`config.mk`:
```
export PLATFORM = sky130hd
export DESIGN_NAME = sync_filter_edge
export DESIGN_NICKNAME = d
export VERILOG_FILES = /design/src/rtl/sync_pkg.sv /design/src/rtl/sync_filter_chan.sv /design/src/rtl/sync_filter_edge.sv
export SDC_FILE = /design/constraint.sdc
export NUM_CORES = 1
export LEC_CHECK = 0
export CAP_MARGIN = 0
export CORE_UTILIZATION = 40
export CTS_CLUSTER_DIAMETER = 150
export DETAILED_ROUTE_END_ITERATION = 6
export PLACE_DENSITY = 0.73
export SLEW_MARGIN = 20
export SYNTH_ARGS = -nofsm -noshare
export SYNTH_HDL_FRONTEND = slang
export SYNTH_SLANG_ARGS = --single-unit
```
`constraint.sdc`:
```
create_clock -name piul1SyncClock -period 1.5 [get_ports piul1SyncClock]
set_input_delay 0.225 -clock piul1SyncClock [delete_from_list [all_inputs] [get_ports piul1SyncClock]]
set_output_delay 0.225 -clock piul1SyncClock [all_outputs]
set_load 0.1 [all_outputs]
```
`src/rtl/sync_pkg.sv`:
```
// Shared constants and helpers for the synchronise / glitch-filter / edge-detect block.
// Holds the default parameter values and the filter counter width function.
package sync_pkg;

    localparam int DEF_CHANNELS      = 32'd4;
    localparam int DEF_SYNC_DELAY_CC = 32'd2;
    localparam int DEF_FILTER_CC     = 32'd4;
    localparam int DEF_INIT_LEVEL    = 32'd0;

    // Classification of what the filter decides on a given edge.
    typedef enum logic [1:0] {
        EDGE_NONE = 2'd0,
        EDGE_RISE = 2'd1,
        EDGE_FALL = 2'd2
    } edge_e;

    // Counter must hold 0..filter_cc-1; sized with one spare code so filter_cc=1 still gets a bit.
    function automatic int cnt_width(input int filter_cc);
        return $clog2(filter_cc + 32'd1);
    endfunction

endpackage

```
`src/rtl/sync_filter_chan.sv`:
```
// One channel: capture flop plus synchroniser chain, persistence filter on the
// synchronised value, and registered one-cycle rise/fall pulses.
module sync_filter_chan
    import sync_pkg::*;
#(
    parameter int SYNC_DELAY_CC = DEF_SYNC_DELAY_CC,
    parameter int FILTER_CC     = DEF_FILTER_CC,
    parameter int INIT_LEVEL    = DEF_INIT_LEVEL
) (
    input  logic clk,
    input  logic rst_n,
    input  logic sig_in,
    output logic level,
    output logic rise,
    output logic fall
);

    localparam int             CW       = cnt_width(FILTER_CC);
    localparam logic [CW-1:0]  CNT_MAX  = CW'(FILTER_CC - 32'd1);
    localparam logic [CW-1:0]  CNT_ONE  = CW'(32'd1);
    localparam logic [CW-1:0]  CNT_ZERO = CW'(32'd0);
    localparam logic           INIT_BIT = (INIT_LEVEL != 32'd0);

    logic [SYNC_DELAY_CC:0] stage_r;
    logic [CW-1:0]          cnt_r;
    logic [CW-1:0]          cnt_nxt_s;
    logic                   level_r;
    logic                   level_nxt_s;
    logic                   rise_r;
    logic                   fall_r;
    logic                   sync_s;
    edge_e                  edge_nxt_s;

    assign sync_s = stage_r[SYNC_DELAY_CC];

    // Capture flop (stage 0) followed by SYNC_DELAY_CC metastability stages.
    always_ff @(posedge clk) begin
        if (!rst_n) begin
            stage_r <= {(SYNC_DELAY_CC + 1){INIT_BIT}};
        end else begin
            stage_r <= {stage_r[SYNC_DELAY_CC-1:0], sig_in};
        end
    end

    // Persistence filter: a differing level is accepted only once the counter has seen it FILTER_CC times.
    always_comb begin
        cnt_nxt_s   = CNT_ZERO;
        level_nxt_s = level_r;
        edge_nxt_s  = EDGE_NONE;
        if (sync_s == level_r) begin
            cnt_nxt_s = CNT_ZERO;
        end else if (cnt_r == CNT_MAX) begin
            cnt_nxt_s   = CNT_ZERO;
            level_nxt_s = sync_s;
            edge_nxt_s  = sync_s ? EDGE_RISE : EDGE_FALL;
        end else begin
            cnt_nxt_s = cnt_r + CNT_ONE;
        end
    end

    // Filter state and edge pulses; pulses are registered so they coincide with the level change.
    always_ff @(posedge clk) begin
        if (!rst_n) begin
            cnt_r   <= CNT_ZERO;
            level_r <= INIT_BIT;
            rise_r  <= 1'b0;
            fall_r  <= 1'b0;
        end else begin
            cnt_r   <= cnt_nxt_s;
            level_r <= level_nxt_s;
            case (edge_nxt_s)
                EDGE_RISE: begin
                    rise_r <= 1'b1;
                    fall_r <= 1'b0;
                end
                EDGE_FALL: begin
                    rise_r <= 1'b0;
                    fall_r <= 1'b1;
                end
                default: begin
                    rise_r <= 1'b0;
                    fall_r <= 1'b0;
                end
            endcase
        end
    end

    assign level = level_r;
    assign rise  = rise_r;
    assign fall  = fall_r;

endmodule

```
`src/rtl/sync_filter_edge.sv`:
```
// Multi-channel asynchronous input conditioner: every bit gets its own
// synchroniser, glitch filter and edge detector; channels never interact.
module sync_filter_edge
    import sync_pkg::*;
#(
    parameter int CHANNELS      = DEF_CHANNELS,
    parameter int SYNC_DELAY_CC = DEF_SYNC_DELAY_CC,
    parameter int FILTER_CC     = DEF_FILTER_CC,
    parameter int INIT_LEVEL    = DEF_INIT_LEVEL
) (
    input  logic                piul1SyncClock,
    input  logic                piul1SyncResetN,
    input  logic [CHANNELS-1:0] piulvSigIn,
    output logic [CHANNELS-1:0] poulvSigOut,
    output logic [CHANNELS-1:0] poulvRise,
    output logic [CHANNELS-1:0] poulvFall
);

    for (genvar ch = 0; ch < CHANNELS; ch++) begin : g_chan
        sync_filter_chan #(
            .SYNC_DELAY_CC (SYNC_DELAY_CC),
            .FILTER_CC     (FILTER_CC),
            .INIT_LEVEL    (INIT_LEVEL)
        ) u_chan (
            .clk    (piul1SyncClock),
            .rst_n  (piul1SyncResetN),
            .sig_in (piulvSigIn[ch]),
            .level  (poulvSigOut[ch]),
            .rise   (poulvRise[ch]),
            .fall   (poulvFall[ch])
        );
    end

endmodule

```
==> metrics, run 1 <==
Final GP Congestion 0.679; most frequent cells in the layout 36 x dfxtp_1, 13 x buf_12, 12 x and2_1; RSZ-0062 raised after global routing false; num rows 20; Pwr Total 1.48 mW; Core Box Area 0.00308 mm^2; power density cells 917 mW/mm^2; synthesized flop and latch total 36; Worst-Margin Slew 0.264 ns; fin crit share 0.820; Worst-path clk slew 0.10 ns; TritonCTS clock tree done; Antenna Cells 0; fraction of the yosys area taken by sequential cells 0.549; number of remaining DRC errors 0; leading area contributor after synthesis dfxtp_1; cell total after placement 158; post-synth top area share 0.549; largest cells by area after synthesis dfxtp_1 55%, ha_1 7.6%, buf_4 7.4%, and2_1 5.7%, nor4b_1 5.3%; Slew Limit Fails 0; max incr delay on CP 0.47 ns; Pleak 0.590 nW; commonest non-fill, non-tap cell in the layout dfxtp_1; Fmax 813 MHz; worst vdd ir 0.649 mV; min-delay worst type reg -> reg; total CTS buffers 5; Top Family by Delay on Critical Path flip-flops; critical path, cell by cell buf_12; initial antenna violation count 0; CP startpoint kind flip-flop; CTS root buffer clkbuf_4; CP Data Required Time 1.27 ns; Starting DRT DRC Count 18; Syn Std Cell Area 0.00131 mm^2; Clock Sinks 36; total wire length 1.70 mm; Worst-Skew Late Latency 0.32 ns; normalized max-slew margin 0.822; Buf/Inv on CP 1; Avg WL per Cell 10.3 um; Overflow after GRT 0; nets 135; Layout Cells excl Fill 165; MaxCap Viol Count 0; Die Area 0.00351 mm^2; Max Fanout on Critical Path 5; syn nets 125; drt via density 4.52; antenna-violating nets left 0; DRT Pass-1 Iters 3; Clock Skews 0.00853 ns; critical setup path kind reg -> out; setup TNS 0 ns; IO Count 18; Fin. Hold Viols 0; status completed; Data arrival, critical path 1.01 ns; fin crit period 1.23 ns; Total Routing Usage GR 0.117; Initial Util 0.426; largest net degree at the start of global routing 33; Post-CTS Hold Buffers 0; first-pass GRT wire length 2.89 mm; Die X 59.3 um; port buffer count 17; via count 745; Mean Syn Cell Area 11.8 um^2; clock buffer depth 2; htree depth 2; Die Ht 59.3 um; # Post-CTS Setup Buffers 0; final core utilization 0.526; synthesized instance count 111; number of gates resized after CTS 0; Cell variety after synth 14; layout cells sized above 1 0.190; synth warn 0; CP max stage cell dfxtp_1; Final Setup Violations 0; number of fill cells 276; vias in the first global route 710; DP Wirelength 1.23 mm; area delta synth->final 23.3%; CP Capture Type primary output
-- stage by stage --
stage | hold slack, ns | worst slack, ns | instance area [um^2]
5_1_grt | 0.460 | 0.203 | 1620
3_5_place_dp | 0.421 | 0.192 | 1570
6_report | 0.432 | 0.270 | 1620
4_1_cts | 0.444 | 0.256 | 1620
2_1_floorplan | 0.352 | 0.422 | 1310
3_3_place_gp | 0.414 | 0.259 | 1570
-- synthesized netlist by cell type (all sizes together) --
library cell,number
and2,12
and4bb,4
buf,13
clkbuf,2
dfxtp,36
ha,8
inv,4
mux2i,4
nand2,4
nor2b,4
nor3b,8
nor4b,8
xnor2,4
-- flip-flops by register name, indices dropped and copies added, names as in the netlist --
name and cells:
g_chan.u_chan.cnt_r 12, g_chan.u_chan.fall 4, g_chan.u_chan.level 4, g_chan.u_chan.rise 4, g_chan.u_chan.stage_r 12
-- metal layers --
layer	up-vias	track usage	wire length, um
met5	-	0	0
met4	0	0.0918	27
met3	4	0.0459	87
met2	17	0.193	848
met1	341	0.118	733
li1	383	-	-
-- kinds of logic after synthesis --
family | share of synthesized area
fa+ha+maj | 0.0763
mux | 0.0305
simple gates | 0.225
xor+xnor | 0.0267
buf+inv | 0.0925
flops | 0.549
-- worst paths after layout --
kind | start | cells past startpoint | endpoint | slack (ns)
max | g_chan[3].u_chan.level$_SDFFE_PN0P_ | 1 | poulvSigOut[3] | 0.27
min | g_chan[0].u_chan.stage_r[1]$_SDFF_PN0_ | 1 | g_chan[0].u_chan.stage_r[2]$_SDFF_PN0_ | 0.43
max reg2reg | g_chan[3].u_chan.cnt_r[0]$_SDFF_PP0_ | 3 | g_chan[3].u_chan.cnt_r[0]$_SDFF_PP0_ | 0.31
min reg2reg | g_chan[0].u_chan.stage_r[1]$_SDFF_PN0_ | 1 | g_chan[0].u_chan.stage_r[2]$_SDFF_PN0_ | 0.43
-- area by class of cell --
cell class                      instances  area [um^2]  share of cell area
Sequential cell                        36          721               0.445
Multi-Input combinational cell         56          470               0.291
Timing Repair Buffer                   18          310               0.192
Tap cell                               44         55.1              0.0340
Clock buffer                            6         41.3              0.0255
Inverter                                4         15.0             0.00928
Clock inverter                          1         5.00             0.00309
-- power breakdown --
part / switching (mW) / internal (mW)
registers: 0.00604 / 0.970
logic: 0.0169 / 0.0310
clock network: 0.286 / 0.173
total: 0.309 / 1.17
Power figures use the tool's default switching activity.
==> run 2, diff against run 1 <==
==> constraint.sdc (replaced) <==
create_clock -name piul1SyncClock -period 1.23 [get_ports piul1SyncClock]
set_input_delay 0.1845 -clock piul1SyncClock [delete_from_list [all_inputs] [get_ports piul1SyncClock]]
set_output_delay 0.1845 -clock piul1SyncClock [all_outputs]
set_load 0.1 [all_outputs]
==> run 2 against run 1 <==
Net effect: clock power is 23% higher; combinational power is 27% higher; worst setup slack worse by 0.21 ns; flip-flop and latch count stayed put; worst hold slack worse by 0.0058 ns; clock skew is 0.0034 ns lower; design area is 5.0% higher; non-clock buffer count is 3 higher; utilization is 2.6 points higher; total power is 22% higher; via count is 3.8% higher; routed wire length is 10% higher; critical path type unchanged; critical endpoint is now poulvSigOut[1]; highest routed layer unchanged.
==> metrics, run 2 (same netlist as run 1, synthesis figures left out) <==
area delta synth->final 29.5%; num rows 20; normalized max-slew margin 0.747; CP max stage cell dfxtp_2; worst vdd ir 0.588 mV; most frequent cells in the layout 31 x dfxtp_1, 13 x buf_12, 12 x and2_1; Total Routing Usage GR 0.130; Clock Sinks 36; post-route setup slack 0.0580 ns; max incr delay on CP 0.35 ns; Buf/Inv on CP 2; status completed; Worst Hold Depth 2; port buffer count 17; Initial Util 0.426; Fmax 853 MHz; Data arrival, critical path 0.99 ns; Pleak 0.615 nW; CP Data Required Time 1.05 ns; Starting DRT DRC Count 23; Slew Limit Fails 0; Worst-Margin Slew 0.377 ns; Clock Skews 0.00516 ns; FF-to-FF path depth 3; drt via density 4.60; R2R Setup Slk 0.09 ns; pre-CTS WS -0.0344 ns; Final Setup Violations 0; Final GP Congestion 0.681; setup TNS 0 ns; DRT Pass-1 Iters 2; Pwr Total 1.82 mW; RSZ-0062 raised after global routing false; number of remaining DRC errors 0; MaxCap Viol Count 0; htree depth 2; Top Registers g_chan.u_chan.cnt_r x12, g_chan.u_chan.stage_r x12; Top Family by Delay on Critical Path flip-flops; total CTS buffers 5; critical setup path kind reg -> out; commonest non-fill, non-tap cell in the layout dfxtp_1; CP startpoint kind flip-flop; Design Area, Final 0.00170 mm^2; Post-CTS Hold Buffers 0; first-pass GRT wire length 3.21 mm; DP Wirelength 1.30 mm; Worst-path clk slew 0.10 ns; Die X 59.3 um; Fin. Hold Viols 0; cell total after placement 161; fin crit period 1.17 ns; power density cells 1070 mW/mm^2; Max Fanout on Critical Path 4; via count 773; min-delay worst type in -> reg; TritonCTS clock tree done; total wire length 1.87 mm; fin crit share 0.953; Die Ht 59.3 um; CP Capture Type primary output; Antenna Cells 0; Die Area 0.00351 mm^2; Overflow after GRT 0; Layout Cells excl Fill 168; Avg WL per Cell 11.1 um; cell area after placement 0.00159 mm^2; IO Count 18; initial antenna violation count 0; CTS root buffer clkbuf_4; layout cells sized above 1 0.315; vias in the first global route 769; critical path, cell by cell buf_4 > buf_12; largest net degree at the start of global routing 33; WP depth 2; Worst-Skew Late Latency 0.33 ns; clock buffer depth 2; nets 138; antenna-violating nets left 0; Core Box Area 0.00308 mm^2
-- run 2: area by class of cell --
type / instances / area, um^2
Sequential cell: 36 / 727
Timing Repair Buffer: 21 / 333
Tap cell: 44 / 55.1
Clock buffer: 6 / 41.3
Clock inverter: 1 / 5.00
Inverter: 4 / 15.0
Fill cell: 269 / 1380
Multi-Input combinational cell: 56 / 523
-- run 2: timing repair --
action                     4_1_cts  5_1_grt
resized for setup                1       14
setup buffers                    0        0
setup endpoints to repair        1       17
-- run 2: per-layer routing --
metal  part of all wire  track usage  wire [um]
met1               0.39        0.132        739
met2               0.54        0.215       1010
met3              0.049       0.0480         92
met4              0.018        0.102         34
met5                  0            0          0
-- run 2: worst paths after layout --
path	from	end
hold / removal	piulvSigIn[2]	g_chan[2].u_chan.stage_r[0]$_SDFF_PN0_
setup reg to reg	g_chan[2].u_chan.cnt_r[0]$_SDFF_PP0_	g_chan[2].u_chan.cnt_r[0]$_SDFF_PP0_
hold reg to reg	g_chan[2].u_chan.stage_r[1]$_SDFF_PN0_	g_chan[2].u_chan.stage_r[2]$_SDFF_PN0_
setup / recovery	g_chan[1].u_chan.level$_SDFFE_PN0P_	poulvSigOut[1]
-- run 2: power breakdown --
part	switching (mW)	total [mW]	internal (mW)
sequential	0.00757	1.19	1.18
clock	0.354	0.565	0.210
combinational	0.0215	0.0611	0.0397
total	0.383	1.82	1.43
-- run 2: metrics by stage --
stage                     hold slack [ns]   util
after floorplan                     0.312      -
after global placement              0.414  0.518
after detailed placement            0.420  0.518
after CTS                           0.402  0.535
after global routing                0.410  0.552
final                               0.426  0.552
==> run 3, diff against run 2 <==
--- a/config.mk
+++ b/config.mk
@@ -9,7 +9,7 @@
 export CORE_UTILIZATION = 40
 export CTS_CLUSTER_DIAMETER = 150
 export DETAILED_ROUTE_END_ITERATION = 6
-export PLACE_DENSITY = 0.73
+export PLACE_DENSITY = 0.76
 export SLEW_MARGIN = 20
 export SYNTH_ARGS = -nofsm -noshare
 export SYNTH_HDL_FRONTEND = slang
==> constraint.sdc (replaced) <==
create_clock -name piul1SyncClock -period 1.01 [get_ports piul1SyncClock]
set_input_delay 0.1515 -clock piul1SyncClock [delete_from_list [all_inputs] [get_ports piul1SyncClock]]
set_output_delay 0.1515 -clock piul1SyncClock [all_outputs]
set_load 0.1 [all_outputs]
==> run 3 against run 2 <==
Net effect: the flow now finishes with violations (setup timing); routed wire length is 32% higher; combinational power increased by 57%; first-iteration DRC count shrank 39%; critical endpoint is now poulvSigOut[2]; global-route usage increased by 3.0 points; total power up 24%; register-to-register slack lost 0.18 ns; largest power group unchanged; via count increased by 6.9%; worst setup slack got worse by 0.16 ns; clock skew up 0.012 ns.
==> metrics, run 3 (same netlist as run 1, synthesis figures left out) <==
status finished with violations; failing checks setup timing; clock buffer depth 2; vias in the first global route 871; Total Routing Usage GR 0.160; fin crit period 1.11 ns; total wire length 2.47 mm; Pleak 0.757 nW; CP Capture Type primary output; critical setup path kind reg -> out; pre-CTS WS -0.244 ns; post-route setup slack -0.0993 ns; Fmax 901 MHz; Final Setup Violations 22; Min-Delay Startpoint piulvSigIn[1]; worst hold slack 0.392 ns; R2R Setup Slk -0.09 ns; Overflow after GRT 0; Worst-Margin Slew 0.317 ns; Clock Skews 0.0167 ns; critical path, cell by cell buf_6 > buf_12; cell area after placement 0.00168 mm^2; Pwr Total 2.24 mW; Fin. Hold Viols 0; DRT Pass-1 Iters 4; Max Fanout on Critical Path 2; largest net degree at the start of global routing 17; htree depth 2; FF-to-FF path depth 4; Clock Sinks 36; CTS root buffer clkbuf_4; nets 153; RSZ-0062 raised after global routing true; R2R Path Start g_chan[0].u_chan.cnt_r[0]$_SDFF_PP0_; min-delay worst type in -> reg; Antenna Cells 0; Data arrival, critical path 0.96 ns; Worst-Skew Late Latency 0.34 ns; area delta synth->final 61.2%; power density cells 1060 mW/mm^2; most frequent cells in the layout 19 x dfxtp_2, 15 x dfxtp_1, 14 x buf_4; number of remaining DRC errors 0; fin crit share 1.10; cell total after placement 165; total CTS buffers 5; Reg2Reg Capture Point g_chan[0].u_chan.level$_SDFFE_PN0P_; TritonCTS clock tree done; DP Wirelength 1.32 mm; num rows 20; Avg WL per Cell 13.5 um; IO Count 18; worst vdd ir 0.629 mV; layout cells sized above 1 0.676; drt via density 4.51; Worst-path clk slew 0.11 ns; Die Area 0.00351 mm^2; max incr delay on CP 0.35 ns; Top Registers g_chan.u_chan.cnt_r x12, g_chan.u_chan.stage_r x12; normalized max-slew margin 0.789; worst hold path endpoint g_chan[1].u_chan.stage_r[0]$_SDFF_PN0_; CP startpoint kind flip-flop; Die Ht 59.3 um; Worst Hold Depth 2; Die X 59.3 um; antenna-violating nets left 0; first-pass GRT wire length 3.99 mm; Slew Limit Fails 0; Design Area, Final 0.00212 mm^2; initial antenna violation count 0; Final GP Congestion 0.709; commonest non-fill, non-tap cell in the layout dfxtp_2; Starting DRT DRC Count 14; port buffer count 17; Core Box Area 0.00308 mm^2; CP Data Required Time 0.86 ns; Initial Util 0.426; Layout Cells excl Fill 183; via count 826; MaxCap Viol Count 0; CP max stage cell dfxtp_2
run 3: layout make-up:
type                    count  area (um^2)
fillers                   192          962
multi-input cells          56          796
flip-flops and latches     36          752
repair buffers             36          452
well taps                  44         55.1
clock buffers               6         41.3
inverters                   4         15.0
clock inverters             1         5.00
run 3: where the power goes:
group	switching, mW	total, mW	leakage, nW	internal (mW)
clock	0.441	0.697	0.0281	0.256
combinational	0.0356	0.0961	0.425	0.0605
sequential	0.0154	1.45	0.303	1.44
run 3: worst max-delay path by stage:
stage                                               startpoint                              endpoint  depth (start not counted)
final                      g_chan[2].u_chan.level$_SDFFE_PN0P_                        poulvSigOut[2]                          2
after global routing       g_chan[2].u_chan.level$_SDFFE_PN0P_                        poulvSigOut[2]                          2
after CTS                  g_chan[2].u_chan.level$_SDFFE_PN0P_                        poulvSigOut[2]                          2
after detailed placement                       piul1SyncResetN  g_chan[1].u_chan.cnt_r[2]$_SDFF_PP0_                          3
after global placement                         piul1SyncResetN      g_chan[2].u_chan.rise$_SDFF_PN0_                          4
after floorplan           g_chan[1].u_chan.cnt_r[0]$_SDFF_PP0_  g_chan[1].u_chan.cnt_r[2]$_SDFF_PP0_                          3
run 3: routing by layer:
layer  part of all wire  global-route usage  vias up
met5                  0                   0        -
met4              0.020              0.0714        0
met3              0.034              0.0590        5
met2               0.53               0.258       16
met1               0.41               0.189      391
li1                   -                   -      414
run 3: timing repair:
| item | in CTS | in global routing |
|---|---|---|
| hold buffers | 0 | 0 |
| pin swaps | 6 | 13 |
| gates cloned | 0 | 0 |
| endpoints found under the hold margin | 0 | 0 |
| setup endpoints to repair | 34 | 36 |
| resized for setup | 45 | 21 |
| buffers inserted | 8 | 3 |
run 3: worst max-delay path, delay by kind of cell (launching register included):
family | cells | cell delay [ns]
flops | 1 | 0.35
buf+inv | 2 | 0.26
run 3: metrics by stage:
step	util	TNS (ns)
after floorplan	-	0
after global placement	0.545	-1.94
after detailed placement	0.545	-3.54
after CTS	0.646	-0.752
after global routing	0.687	-2.19
final	0.687	-0.887
